**src/rtl/riscv_mem_responder.sv**
```systemverilog
// Memory-side responder for the Riscv151 core: serialises icache/dcache requests onto one backing-memory channel.
// Optional one-entry instruction buffer enabled by defining RESPONDER_IBUF_EN.
module riscv_mem_responder #(
  parameter int ADDR_WIDTH = 14
) (
  input  logic                  clk,
  input  logic                  reset,
  input  logic [31:0]           icache_addr,
  input  logic                  icache_re,
  output logic [31:0]           icache_dout,
  input  logic [31:0]           dcache_addr,
  input  logic                  dcache_re,
  input  logic [3:0]            dcache_we,
  input  logic [31:0]           dcache_din,
  output logic [31:0]           dcache_dout,
  output logic                  stall,
  output logic                  mem_req_valid,
  input  logic                  mem_req_ready,
  output logic                  mem_req_rw,
  output logic [ADDR_WIDTH-1:0] mem_req_addr,
  output logic [31:0]           mem_req_data,
  output logic [3:0]            mem_req_mask,
  input  logic                  mem_resp_valid,
  input  logic [31:0]           mem_resp_data
);

  typedef enum logic [2:0] {IDLE, DREQ, DWAIT, IREQ, IWAIT} state_t;

  state_t                state_q, state_d;
  logic [ADDR_WIDTH-1:0] iaddr_q, daddr_q;
  logic [31:0]           din_q;
  logic [3:0]            mask_q;
  logic                  dstore_q;
  logic                  ifetch_q;
  logic [31:0]           icache_dout_q, dcache_dout_q;

  logic                  is_store, is_data, req_any, ibuf_hit, ifetch_new;
  logic [ADDR_WIDTH-1:0] iword, dword;

  assign is_store   = |dcache_we;
  assign is_data    = is_store | dcache_re;
  assign req_any    = is_data | icache_re;
  assign iword      = icache_addr[ADDR_WIDTH+1:2];
  assign dword      = dcache_addr[ADDR_WIDTH+1:2];
  assign ifetch_new = icache_re & ~ibuf_hit;

  logic unused_addr_bits;
  assign unused_addr_bits = ^{icache_addr[31:ADDR_WIDTH+2], icache_addr[1:0],
                              dcache_addr[31:ADDR_WIDTH+2], dcache_addr[1:0]};

`ifdef RESPONDER_IBUF_EN
  logic                  ibuf_valid_q;
  logic [ADDR_WIDTH-1:0] ibuf_tag_q;
  logic [31:0]           ibuf_data_q;

  // A store to the buffered word in the same capture cycle wins over the hit.
  assign ibuf_hit = ibuf_valid_q && (ibuf_tag_q == iword) &&
                    !(is_store && (dword == ibuf_tag_q));

  always_ff @(posedge clk) begin
    if (reset) begin
      ibuf_valid_q <= 1'b0;
      ibuf_tag_q   <= '0;
      ibuf_data_q  <= '0;
    end else if (state_q == IWAIT && mem_resp_valid) begin
      ibuf_valid_q <= 1'b1;
      ibuf_tag_q   <= iaddr_q;
      ibuf_data_q  <= mem_resp_data;
    end else if (state_q == IDLE && is_store && dword == ibuf_tag_q) begin
      ibuf_valid_q <= 1'b0;
    end
  end
`else
  assign ibuf_hit = 1'b0;
`endif

  always_comb begin
    state_d       = state_q;
    mem_req_valid = 1'b0;
    mem_req_rw    = 1'b0;
    mem_req_addr  = '0;
    mem_req_data  = '0;
    mem_req_mask  = '0;
    case (state_q)
      IDLE: begin
        if (is_data)         state_d = DREQ;
        else if (ifetch_new) state_d = IREQ;
      end
      DREQ: begin
        mem_req_valid = 1'b1;
        mem_req_rw    = dstore_q;
        mem_req_addr  = daddr_q;
        mem_req_data  = din_q;
        mem_req_mask  = mask_q;
        if (mem_req_ready) begin
          if (!dstore_q)     state_d = DWAIT;
          else if (ifetch_q) state_d = IREQ;
          else               state_d = IDLE;
        end
      end
      DWAIT: begin
        if (mem_resp_valid) state_d = ifetch_q ? IREQ : IDLE;
      end
      IREQ: begin
        mem_req_valid = 1'b1;
        mem_req_addr  = iaddr_q;
        if (mem_req_ready) state_d = IWAIT;
      end
      IWAIT: begin
        if (mem_resp_valid) state_d = IDLE;
      end
      default: state_d = IDLE;
    endcase
  end

  always_ff @(posedge clk) begin
    if (reset) begin
      state_q       <= IDLE;
      iaddr_q       <= '0;
      daddr_q       <= '0;
      din_q         <= '0;
      mask_q        <= '0;
      dstore_q      <= 1'b0;
      ifetch_q      <= 1'b0;
      icache_dout_q <= '0;
      dcache_dout_q <= '0;
    end else begin
      state_q <= state_d;
      if (state_q == IDLE && req_any) begin
        iaddr_q  <= iword;
        daddr_q  <= dword;
        din_q    <= dcache_din;
        mask_q   <= dcache_we;
        dstore_q <= is_store;
        ifetch_q <= ifetch_new;
      end
      if (state_q == DWAIT && mem_resp_valid)
        dcache_dout_q <= mem_resp_data;
      if (state_q == IWAIT && mem_resp_valid)
        icache_dout_q <= mem_resp_data;
`ifdef RESPONDER_IBUF_EN
      else if (state_q == IDLE && icache_re && ibuf_hit)
        icache_dout_q <= ibuf_data_q;
`endif
    end
  end

  assign stall       = (state_q != IDLE);
  assign icache_dout = icache_dout_q;
  assign dcache_dout = dcache_dout_q;

endmodule

```
**config.mk**
```make
export PLATFORM = sky130hd
export DESIGN_NAME = riscv_mem_responder
export DESIGN_NICKNAME = d
export VERILOG_FILES = /design/src/rtl/riscv_mem_responder.sv
export SDC_FILE = /design/constraint.sdc
export NUM_CORES = 1
export LEC_CHECK = 0
export CAP_MARGIN = 10
export CORE_UTILIZATION = 41
export CTS_CLUSTER_SIZE = 25
export DETAILED_ROUTE_END_ITERATION = 10
export GPL_TIMING_DRIVEN = 0
export PLACE_DENSITY = 0.81
export SETUP_SLACK_MARGIN = 0.2
export SLEW_MARGIN = 20
export SYNTH_ARGS = -nofsm -noshare
export SYNTH_HDL_FRONTEND = slang
export SYNTH_SLANG_ARGS = --single-unit
```
**constraint.sdc**
```tcl
create_clock -name clk -period 2.2 [get_ports clk]
set_input_delay 0.66 -clock clk [delete_from_list [all_inputs] [get_ports clk]]
set_output_delay 0.66 -clock clk [all_outputs]
set_load 0.03 [all_outputs]
```
# [After elaboration in Yosys (flattened, before gate mapping)]
# Index checks and enable logic that the tools add are counted.
[totals] mem_bits_rw=0 mem_bits_ro=0 n_memories=0 register_bits=133 latch_bits=0 elab_cells=42
[classes] mul=0 bitwise_logic=2 add_sub_neg=0 div_mod_pow=0 order_cmp=0 shift=0 n_mux=14 eq_ne=9 n_reduce_logical=8
[ops] cell="$mux W32" n=1
[ops] cell="$pmux W14 S2" n=1
[ops] cell="$mux W3" n=6
[ops] cell="$pmux W3 S5" n=1
[ops] cell="$ne A2 B2 Y1 const B" n=4
[ops] cell="$eq A3 B2 Y1 const B" n=2
[ops] cell="$reduce_and A5 Y1" n=1
[ops] cell="$mux W2" n=2
[ops] cell="$mux W4" n=1
[ops] cell="$reduce_or A4 Y1" n=1
[ops] cell="$eq A3 B1 Y1 const B" n=1
[ops] cell="$eq A3 B3 Y1 const B" n=1
[ops] cell="$logic_and A1 B1 Y1" n=3
[ops] cell="$logic_not A3 Y1" n=1
[ops] cell="$ne A3 B3 Y1 const B" n=1
[ops] cell="$reduce_bool A3 Y1" n=1
[ops] cell="$mux W1" n=2
[ops] cell="$or A1 B1 Y1" n=2
[ops] cell="$reduce_or A2 Y1" n=1

# [Depth between registers and ports, before layout]
[depth] depth_word=4 mapped_depth=8 mapped_depth_nobuf=5

# [Least setup slack after synthesis]
# Ideal clock, no wire load.
[synth_timing] path_type="reg-to-output" from="register state_q[2]" to="output port mem_req_data[10]" stages_incl_launch_ff=7 required_time_ps=1540 arrival_ps=1459 n_path_buf=3 setup_slack_ps=81 cell_sequence="dfxtp_1 buf_2 nand2b_1 buf_2 nor2_2 clkbuf_1 and2_1"
[synth_via] elab_chain_cells=2
[synth_lines] item="start, declared" line="29" rtl="state_t state_q, state_d;"
[synth_lines] item="start signal, assigned" line="128" rtl="state_q <= state_d;"
[synth_lines] item="$eq A3 B1 Y1" line="84" rtl="case (state_q)"
[synth_lines] item="$mux W32" line="84"
[synth_lines] item="end, declared" line="21" rtl="output logic [31:0] mem_req_data,"
# Every way passes these cells.

# [Worst setup path after layout]
[layout_timing] from="register state_q[2]" to="output port mem_req_data[20]"
# The elaborated chain is that of the path after synthesis.

==> impl_metrics.tcl <==
set metrics [dict create \
    finalSetupViolCount 118 \
    finalMaxSlewViolations 0 \
    rsz0062_at_grt "yes" \
    skew_ps 13.28 \
    antenna_left 0 \
    hold_class "flop to flop" \
    cp_max_fo 6 \
    synth.avg_cell_area_um2 7.782 \
    power_mw 16.07 \
    syn_area_um2 5245 \
    vias_per_cell 5.688 \
    io_pins 255 \
    min_from "icache_dout[12]$_SDFFE_PP0P_" \
    power_density_nw_per_um2 1458 \
    place_ws_ps -763.8 \
    overflow 0 \
    die_y_um 115.1 \
    rows 40 \
    detail_route.iter0.violations 605 \
    status "complete, but fails checks" \
    cap_violations 0 \
    r2r_slack_ps -310 \
    wl_um 27460 \
    diodes 0 \
    wl_per_cell_um 23.55 \
    crit-reg2reg-launch "state_q[2]$_SDFFE_PP0P_" \
    grt_usage_pct 30.75 \
    fillers 495 \
    syn_inst 674 \
    ys_types 34 \
    ys_seq_elements 133 \
    synthFlopType "dfxtp_1" \
    min_period_ps 2519 \
    startpoint_type "flop" \
    portBuffers 217 \
    endpoint_kind "primary output" \
    cts_tree "yes" \
    htree_num_levels 4 \
    grt_max_degree 17 \
    leakagePower_nw 4.738 \
    yosysSeqAreaShare_pct 50.76 \
    layout_common_cells "152 x nand2_1, 131 x dfxtp_1, 100 x clkdlybuf4s50_1, 85 x a21oi_2, 84 x buf_6" \
    start_util_pct 42.78 \
    fin_crit_sh_pct 114.5 \
    synth.net_count 812 \
    die_w_um 115.1 \
    grt_pass1_wl_um 30410 \
    area_growth_pct 110.2 \
    worstMarginPinSlew_ps 878.7 \
    route.detailed.drc 0 \
    worstPathRequired_ps 1540 \
    rr_worst_depth 16 \
    vias 6632 \
    r2r_end "daddr_q[10]$_SDFFE_PP0P_" \
    whs_endpoint "icache_dout[12]$_SDFFE_PP0P_" \
    failed_checks "setup timing" \
    core_region_area_um2 12260 \
    fin_setup_tns_ps -24860 \
    gp_congestion 0.7723 \
    die_area_um2 13250 \
    final_layout_size_suffix_gt1_share_pct 46.49 \
    final_common_cell "nand2_1" \
    root_buffer "clkbuf_16" \
    fmax_mhz 396.9 \
    cts.path.max_buffers 2 \
    synth-edff-count 0 \
    synth_warnings 0 \
    nets 1123 \
    finalHoldViolCount 0 \
    clock_latency_ps 430 \
    clk_pin_slew_ps 60 \
    path_class "flop to primary output" \
    whs_path_depth 2 \
    synthArstFlopShare_pct 0 \
    worst_slack_ps -319.3 \
    cts_buffers 17 \
    critPathArrivalTime_ps 1860 \
    cts_hold_buf 0 \
    ir_drop_mv 1.224 \
    antenna_found_initial 0 \
    dr.pass1.iters 8 \
    cts_num_sinks 133 \
    dp_hpwl_um 11120 \
    grt_pass1_vias 5890 \
    relSlewSlack_pct 41.42 \
]
## synth_stat cells, drive strengths merged (2+ instances only)
cell    number  area (µm²)
and2        37       231.5
nor2        21       81.33
inv          2       7.500
clkbuf      27       101.4
nand2b       4       25.02
nand3        3       15.01
nand2      259       972.2
o21ai        3       15.01
dfxtp      133        2663
buf         25       175.2
mux2i       15       150.1
a21oi      129       656.9
## layer usage
| metal | vias to the layer above | wire (µm) | track usage [%] |
|---|---|---|---|
| li1 | 2815 | - | - |
| met1 | 3177 | 9586 | 33.56 |
| met2 | 462 | 13920 | 54.50 |
| met3 | 178 | 2062 | 8.224 |
| met4 | 0 | 1885 | 16.36 |
| met5 | - | 0 | 0 |
## report_power, final
group | switching, mW | internal [mW] | total [mW]
combinational | 4.84 | 4.80 | 9.64
clock | 1.15 | 1.92 | 3.07
sequential | 0.446 | 2.91 | 3.36
## sequential cells by signal, summed over array words and instances (netlist names), 3 cells and up
signal	count
iaddr_q	14
icache_dout	32
din_q	32
mask_q	4
daddr_q	14
state_q	3
dcache_dout	32
## critical path: stages (launching register included)
cell	delay, ps
dfxtp_2	330
buf_6	110
nand2b_4	150
buf_8	140
nor2_4	130
buf_12	160
buf_8	130
and2_4	150
buf_6	130
## logic make-up (layout without fill, tap and decap cells)
kind of cell / after synthesis / in the layout / share of synthesized area (%)
and+or+nand+nor: 332 / 333 / 26.91
DFF: 133 / 133 / 50.76
AOI/OAI and AO/OA: 139 / 139 / 13.88
muxes: 15 / 15 / 2.863
buffers and inverters: 54 / 377 / 5.415
xor gates and xnor gates: 1 / 1 / 0.1670
## timing repair
action	4_1_cts	5_1_grt
cloned	19	4
pin swaps	58	145
hold endpoints to repair	0	0
setup buffers	35	17
setup endpoints to repair	147	178
gates resized for setup	637	335
## worst max-delay path by stage
stage	from	endpoint	slack (ps)	depth (start not counted)
floorplan	state_q[1]$_SDFFE_PP0P_	mem_req_addr[10]	160	4
global placement	state_q[2]$_SDFFE_PP0P_	mem_req_data[20]	-740	7
detailed placement	state_q[2]$_SDFFE_PP0P_	mem_req_data[15]	-760	7
CTS	state_q[2]$_SDFFE_PP0P_	mem_req_data[14]	-240	8
global route	state_q[0]$_SDFFE_PP0P_	mem_req_data[20]	-320	8
finish	state_q[2]$_SDFFE_PP0P_	mem_req_data[20]	-320	8
## final cells by class
| class | count | area, µm² | share of cell area, % |
|---|---|---|---|
| multi-input combinational | 488 | 3696 | 33.53 |
| timing repair buffer | 291 | 3263 | 29.60 |
| sequential | 133 | 2668 | 24.20 |
| buffer | 52 | 550.5 | 4.994 |
| clock buffer | 19 | 442.9 | 4.018 |
| tap | 168 | 210.2 | 1.907 |
| clock inverter | 13 | 181.4 | 1.646 |
| inverter | 2 | 12.51 | 0.1135 |
## stage by stage
stage,cell area [µm²],hold slack (ps),util (%),instances
3_3_place_gp,7671,437.0,62.56,1059
5_1_grt,11020,472.0,89.91,1166
3_5_place_dp,7671,442.0,62.56,1059
6_report,11020,452.3,89.91,1166
2_1_floorplan,5289,431.7,-,674
4_1_cts,9615,447.8,78.42,1145
Power figures use the tool's default switching activity.
